<file path="src/rtl/jk_reg_bank.sv">
// Bank of WIDTH JK flip-flops with per-bit JK, parallel load, up/down count and shift-left modes.
// Optional macro JK_BANK_SAT_EN: COUNT saturates at the limits and tc is level-high while saturated.
module jk_reg_bank #(
    parameter int unsigned           WIDTH   = 8,
    parameter logic [WIDTH-1:0]      RST_VAL = '0
) (
    input  logic             clk,
    input  logic             rst,
    input  logic             en,
    input  logic [1:0]       mode,
    input  logic [WIDTH-1:0] j,
    input  logic [WIDTH-1:0] k,
    input  logic [WIDTH-1:0] d,
    input  logic             dir,
    input  logic             sin,
    output logic [WIDTH-1:0] Q,
    output logic [WIDTH-1:0] Qb,
    output logic             tc
);

    localparam logic [1:0]       MODE_JK    = 2'b00;
    localparam logic [1:0]       MODE_LOAD  = 2'b01;
    localparam logic [1:0]       MODE_COUNT = 2'b10;
    localparam logic [1:0]       MODE_SHIFT = 2'b11;
    localparam logic [WIDTH-1:0] ALL_ONES   = '1;
    localparam logic [WIDTH-1:0] ALL_ZEROS  = '0;

    logic [WIDTH-1:0] r_q;
    logic [WIDTH-1:0] r_qb;
    logic             r_tc;

    logic [WIDTH-1:0] w_j;
    logic [WIDTH-1:0] w_k;
    logic [WIDTH-1:0] w_t;
    logic [WIDTH-1:0] w_shift;
    logic [WIDTH-1:0] w_q_next;
    logic             w_carry;
    logic             w_at_limit;
    logic             w_tc_next;

    // Counter toggle enables: bit i flips when all lower bits are 1 (up) or 0 (down)
    always_comb begin
        w_t     = '0;
        w_carry = 1'b1;
        for (int unsigned i = 0; i < WIDTH; i++) begin
            w_t[i]  = w_carry;
            w_carry = w_carry & (dir ? r_q[i] : ~r_q[i]);
        end
    end

    assign w_at_limit = dir ? (r_q == ALL_ONES) : (r_q == ALL_ZEROS);
    assign w_shift    = {r_q[WIDTH-2:0], sin};

    // Every mode is mapped onto per-bit J/K drives feeding one shared JK equation
    always_comb begin
        w_j       = '0;
        w_k       = '0;
        w_tc_next = 1'b0;
        case (mode)
            MODE_JK: begin
                w_j = j;
                w_k = k;
            end
            MODE_LOAD: begin
                w_j = d;
                w_k = ~d;
            end
            MODE_COUNT: begin
`ifdef JK_BANK_SAT_EN
                if (!w_at_limit) begin
                    w_j = w_t;
                    w_k = w_t;
                end
`else
                w_j = w_t;
                w_k = w_t;
`endif
                w_tc_next = w_at_limit;
            end
            MODE_SHIFT: begin
                w_j = w_shift;
                w_k = ~w_shift;
            end
            default: begin
                w_j = '0;
                w_k = '0;
            end
        endcase
        w_q_next = (w_j & ~r_q) | (~w_k & r_q);
    end

    // Q and Qb share one edge so the complement never lags
    always_ff @(posedge clk or posedge rst) begin
        if (rst) begin
            r_q  <= RST_VAL;
            r_qb <= ~RST_VAL;
            r_tc <= 1'b0;
        end else if (en) begin
            r_q  <= w_q_next;
            r_qb <= ~w_q_next;
            r_tc <= w_tc_next;
        end else begin
            r_tc <= 1'b0;
        end
    end

    assign Q  = r_q;
    assign Qb = r_qb;
    assign tc = r_tc;

endmodule

</file>
<file path="config.mk">
export PLATFORM = sky130hd
export DESIGN_NAME = jk_reg_bank
export DESIGN_NICKNAME = d
export VERILOG_FILES = /design/src/rtl/jk_reg_bank.sv
export SDC_FILE = /design/constraint.sdc
export NUM_CORES = 1
export LEC_CHECK = 0
export CAP_MARGIN = 20
export CORE_MARGIN = 8
export CORE_UTILIZATION = 30
export DETAILED_ROUTE_END_ITERATION = 16
export DONT_BUFFER_PORTS = 1
export GPL_TIMING_DRIVEN = 0
export PLACE_DENSITY = 0.53
export SYNTH_ARGS = -nofsm -noshare
export SYNTH_HDL_FRONTEND = slang
export SYNTH_SLANG_ARGS = --single-unit
</file>
<file path="constraint.sdc">
create_clock -name clk -period 5.16 [get_ports clk]
set_input_delay 1.032 -clock clk [delete_from_list [all_inputs] [get_ports clk]]
set_output_delay 1.032 -clock clk [all_outputs]
set_load 0.01 [all_outputs]
</file>
==> impl_metrics.yaml, run 1 <==
placement:
  gp_congestion: 0.863
  place_area_sq_um: 1350
  dpl.cell_count: 211
  portBuffers: 0
  place.detailed.hpwl_um: 3290
timing:
  hold_violations: 0
  drv_slew: 0
  finalSetupViolations: 0
  fin_tns_setup_ns: 0
  relSlewSlack_pct: 54.5
  worst_slew_pin_slew_ns: 0.665
  grt_setup_unrepaired: "no"
  max_freq_mhz: 417
  skew_ns: 0.00131
  post-route-period-util_pct: 46.5
  period_needed_ns: 2.40
yosys:
  synthCells: 159
  synth_seq_cells: 17
  yosysSeqAreaShare_pct: 33.8
  avgSynthCellArea_sq_um: 8.11
  synth_compound_area_share_pct: 33.2
  synth_edf_count: 0
  synth-main-ff-cell: "dfrtp_1"
  synthAdderAreaFrac_pct: 0
  async_flop_share_pct: 100
  yosys.area_share.simple_pct: 20.3
  synth_top_family_by_area: "compound AO/OA/AOI/OAI gates"
  synth_fp_nets: 190
  netlist_area_sq_um: 1290
  ys_warn_count: 0
  synth_mux_area_share_pct: 3.98
  synth_xor_area_share_pct: 0.680
  ys_types: 45
pwr:
  p_int_mw: 0.304
  p_comb_share_pct: 32.9
  p_seq_share_pct: 48.3
  powerDensity_nw_per_um2: 363
  switching_power_mw: 0.203
  power_mw: 0.507
  swShare_pct: 40.0
  ir_drop_uv: 135
  power_frac_clock_pct: 18.8
  power.leakage_nw: 0.541
route:
  drt_iter0_drc: 147
  final_antenna_net_count: 0
  drc: 0
  viasPerCell: 5.95
  totalWireLength_um: 4070
  firstDrtPassIters: 4
  avgRoutedWirePerCell_um: 18.9
  num_vias: 1279
final_layout:
  final_cells: 215
  layout-drive-gt1-share_pct: 15.3
  n_antenna_cell: 0
  syn2layout_area_growth_pct: 8.54
  final_nets: 195
  final_cell_area_sq_um: 1400
worst_setup_path:
  worstPathRequired_ns: 5.25
  path_class: "in2reg"
  regToRegSetupSlack_ns: 3.20
  path_cells: "buf_2 -> buf_2 -> buf_4 -> a21oi_1 -> o311ai_0 -> o21ai_0"
  worst_path_largest_cell_delay_ns: 0.53
  critPathArrivalTime_ns: 2.49
  cp_max_fo: 10
  r2r_end: "Q[6]"
  crit_path_frequent_cell: "buf_2"
  cp_slowest_cell: "o311ai_0"
  cp-end-kind: "register"
  cp-start-kind: "input pin"
  r2r_cells: 6
  reg2reg_from: "Q[5]"
grt:
  antenna_found_initial: 0
  grt_max_degree: 18
  track_usage_pct: 12.1
  grt_pass1_vias: 1243
  grt_pass1_wl_um: 6330
  overflow: 0
floorplan:
  dieArea_sq_um: 6650
  die_y_um: 81.5
  start_util_pct: 30.4
  num_rows: 24
  ios: 48
  core_sq_um: 4230
  die_w_um: 81.5
clocking:
  cts_root_buffer: "clkbuf_8"
  cts-resized-gates: 0
  cts_tree: "yes"
  cts_max_level: 1
  clk_path_buf_depth: 2
  cts_hold_buf: 0
  cts.sinks: 17
  clkSlewWorstSetupHoldPaths_ns: 0.06
  insertion_delay_ns: 0.24
  cts_buffers: 3
  cts_setup_buffers: 0
flow_run:
  maxCapViolCount: 0
status:
  status: "finished, final reports clean"
worst_hold_path:
  hold_path.startpoint: "Qb[2]"
  min_path_type: "reg2reg"
  min_to: "Qb[2]"
  hold_depth: 1
[final cells by class]
type | count | area (sq um)
buffer | 14 | 70.1
clock buffer | 4 | 45.0
fill | 431 | 2840
inverter | 9 | 33.8
multi-input combinational | 119 | 749
sequential | 17 | 435
tap | 52 | 65.1
[cells in the final DEF (no fill, tap or decap), drive strengths merged, types with 3 or more instances in the layout]
| cell | synthesis | routed |
|---|---|---|
| clkbuf | 5 | 9 |
| a21o | 4 | 4 |
| nor3 | 6 | 6 |
| dfrtp | 9 | 9 |
| nand2 | 9 | 9 |
| o21a | 3 | 3 |
| a221o | 3 | 3 |
| o21ai | 12 | 12 |
| dfstp | 8 | 8 |
| o221ai | 3 | 3 |
| nor2 | 19 | 19 |
| or4 | 3 | 3 |
| a211oi | 4 | 4 |
| inv | 9 | 9 |
| buf | 9 | 9 |
| o22ai | 3 | 3 |
| a21oi | 12 | 12 |
| o311ai | 3 | 3 |
| mux2i | 4 | 4 |
| nand3 | 4 | 4 |
| or3 | 4 | 4 |
[metal layers]
layer	wire (um)	vias to the layer above	track usage [%]
met5	0	-	0
met4	45	0	5.00
met3	336	6	3.61
met2	2090	41	21.4
met1	1590	634	13.2
li1	-	598	-
[worst max path at each step]
stage                     slack (ns)   end  depth (start not counted)     from
after floorplan                 2.79  Q[6]                          5      dir
after global placement          2.55  Q[4]                          6  mode[1]
after detailed placement        2.51  Q[4]                          6  mode[1]
after CTS                       2.75  Q[4]                          6  mode[1]
after global routing            2.62  Q[4]                          6  mode[1]
final                           2.76  Q[4]                          6  mode[1]
[worst max-delay path: cells and delay by family]
family	cells	cell delay, ns
compound gates	3	0.78
buf+inv	3	0.67
[power groups by stage]
stage          logic [mW]  clock network [mW]  registers, mW
6_report            0.167              0.0954          0.245
5_1_grt             0.186               0.106          0.253
4_1_cts             0.165              0.0999          0.247
3_5_place_dp        0.164                   0          0.248
3_3_place_gp        0.159                   0          0.248
2_1_floorplan       0.133                   0          0.231
[metrics by stage]
stage	hold WS (ns)	utilization [%]	worst slack, ns
after detailed placement	0.508	32.0	2.51
final	0.512	33.0	2.76
after floorplan	0.474	-	2.79
after global placement	0.500	32.0	2.55
after global routing	0.524	33.0	2.62
after CTS	0.517	33.0	2.75
[Yosys cell counts, types with 2 or more instances]
| library cell | count | area [sq um] |
|---|---|---|
| nor2_1 | 19 | 71.3 |
| a21oi_1 | 12 | 60.1 |
| o21ai_0 | 12 | 60.1 |
| dfrtp_1 | 9 | 225 |
| inv_1 | 9 | 33.8 |
| nand2_1 | 9 | 33.8 |
| dfstp_2 | 8 | 210 |
| nor3_1 | 6 | 30.0 |
| buf_2 | 5 | 25.0 |
| clkbuf_1 | 5 | 18.8 |
| a21o_1 | 4 | 30.0 |
| mux2i_1 | 4 | 40.0 |
| nand3_1 | 4 | 20.0 |
| or3_1 | 4 | 25.0 |
| a211oi_1 | 3 | 22.5 |
| a221o_1 | 3 | 30.0 |
| o21a_1 | 3 | 22.5 |
| o221ai_1 | 3 | 26.3 |
| o22ai_1 | 3 | 18.8 |
| a221oi_2 | 2 | 30.0 |
| buf_1 | 2 | 7.51 |
| nand2b_1 | 2 | 12.5 |
| nand4_1 | 2 | 12.5 |
| nor2b_1 | 2 | 12.5 |
| o211ai_1 | 2 | 15.0 |
| o311ai_1 | 2 | 17.5 |
| or4_4 | 2 | 22.5 |
[registers in the layout, summed over array words and instances, names as in the netlist]
signal,cells
tc,1
Q,8
Qb,8
[kinds of logic after synthesis]
logic type                count (synthesis)
AOI/OAI and AO/OA                        60
and+or+nand+nor                          53
buffers and inverters                    23
DFF                                      17
muxes                                     5
xor gates and xnor gates                  1
Note: power is estimated with default switching activity, not from simulation.
==> run 2, diff against run 1 <==
PLACE_DENSITY = 0.54   (was 0.53)
clock period = 1.96 ns   (was 5.16 ns; I/O delays follow)
==> impl_metrics.yaml, run 2 (synthesis results as in run 1) <==
pwr:
  swShare_pct: 40.5
  power_mw: 1.39
  p_comb_share_pct: 34.8
  ir_drop_uv: 537
  switching_power_mw: 0.562
  power.leakage_nw: 0.592
  p_int_mw: 0.823
  p_seq_share_pct: 46.6
  power_frac_clock_pct: 18.6
  powerDensity_nw_per_um2: 939
clocking:
  clkSlewWorstSetupHoldPaths_ns: 0.07
  cts_root_buffer: "clkbuf_8"
  insertion_delay_ns: 0.25
  cts_buffers: 3
  cts.sinks: 17
  cts_tree: "yes"
  clk_path_buf_depth: 2
  cts_max_level: 1
worst_setup_path:
  cp-end-kind: "register"
  cp_slowest_cell: "or4_4"
  regToRegSetupSlack_ns: -0.008
  path_depth: 5
  path_class: "reg2reg"
  critical-path-top-delay-family: "compound AO/OA/AOI/OAI gates"
  cp_max_fo: 5
  path_cells: "or4_4 -> a21oi_1 -> a221o_1 -> a211oi_2 -> a21o_1"
  worstPathRequired_ns: 2.11
  r2r_end: "Q[7]"
  worst_path_largest_cell_delay_ns: 0.59
  critPathArrivalTime_ns: 2.11
  reg2reg_from: "Q[0]"
  cp-start-kind: "register"
  crit_buf_inv: 0
  r2r_cells: 5
final_layout:
  multiInputGateArea_sq_um: 812
  regArea_sq_um: 439
  layout-drive-gt1-share_pct: 22.6
  final_nets: 196
  final_cells: 216
  n_antenna_cell: 0
  fillCellCount: 435
  final_cell_mix: "nor2_1 (19), a21oi_1 (12), o21ai_0 (10), inv_1 (9), nand2_1 (9)"
  syn2layout_area_growth_pct: 14.5
  final_common_cell: "nor2_1"
  post-route-util_pct: 34.8
floorplan:
  start_util_pct: 30.4
  ios: 48
  die_w_um: 81.5
  num_rows: 24
  dieArea_sq_um: 6650
  die_y_um: 81.5
  core_sq_um: 4230
timing:
  drv_slew: 0
  max_freq_mhz: 508
  post-route-period-util_pct: 100
  hold_violations: 0
  worst_slew_pin_slew_ns: 0.634
  setup_slack_ns: -0.00819
  period_needed_ns: 1.97
  skew_ns: 0.00468
  relSlewSlack_pct: 57.7
  finalSetupViolations: 1
  grt_setup_unrepaired: "yes"
placement:
  dpl.cell_count: 211
  gp_congestion: 0.894
  dp_slack_ns: -0.0478
  portBuffers: 0
  place.detailed.hpwl_um: 3220
grt:
  antenna_found_initial: 0
  track_usage_pct: 12.5
  overflow: 0
  grt_max_degree: 18
  grt_pass1_vias: 1273
  grt_pass1_wl_um: 6470
route:
  viasPerCell: 5.75
  final_antenna_net_count: 0
  firstDrtPassIters: 4
  totalWireLength_um: 4180
  drc: 0
  num_vias: 1243
  avgRoutedWirePerCell_um: 19.4
  drt_iter0_drc: 117
worst_hold_path:
  min_path_type: "in2async"
status:
  failed_checks: "negative setup slack"
  status: "finished, violations left"
flow_run:
  maxCapViolCount: 0
run 2: worst max-delay path by stage:
| stage | from | endpoint | slack, ns |
|---|---|---|---|
| after floorplan | Q[5] | Q[6] | 0.13 |
| after global placement | mode[1] | Q[4] | -0.03 |
| after detailed placement | Q[5] | Q[6] | -0.05 |
| after CTS | Q[5] | Q[6] | -0.01 |
| after global routing | Q[2] | Qb[3] | -0.06 |
| final | Q[0] | Q[7] | -0.008 |
run 2: routing by layer:
layer	GRT usage, %	part of all wire (%)
met5	0	0
met4	5.00	2.0
met3	4.60	9.8
met2	20.8	49
met1	14.1	39
run 2: layout make-up:
type                       instances  area share [%]
multi-input combinational        119            55.0
sequential                        17            29.8
buffer                            14            4.92
tap                               52            4.41
clock buffer                       4            3.05
inverter                           9            2.29
timing repair buffer               1           0.509
run 2: timing repair:
action,in CTS,in global routing
buffers inserted,0,1
hold buffers,0,0
pin swaps,0,4
endpoints found under the setup margin,2,10
hold endpoints to repair,0,0
gates resized for setup,3,16
run 2: power by group through the flow:
stage / clock, mW / combinational (mW) / sequential [mW]
finish: 0.258 / 0.482 / 0.645
floorplan: 0 / 0.351 / 0.607
global route: 0.280 / 0.530 / 0.664
CTS: 0.265 / 0.441 / 0.645
global placement: 0 / 0.420 / 0.648
detailed placement: 0 / 0.430 / 0.649
run 2: metrics by stage:
step | TNS (ns) | instance area, sq um | hold WS, ns
3_3_place_gp | -0.0592 | 1350 | 0.401
4_1_cts | -0.0204 | 1410 | 0.139
3_5_place_dp | -0.0746 | 1350 | 0.412
2_1_floorplan | 0 | 1290 | 0.312
5_1_grt | -0.179 | 1480 | 0.173
6_report | -0.00819 | 1480 | 0.109
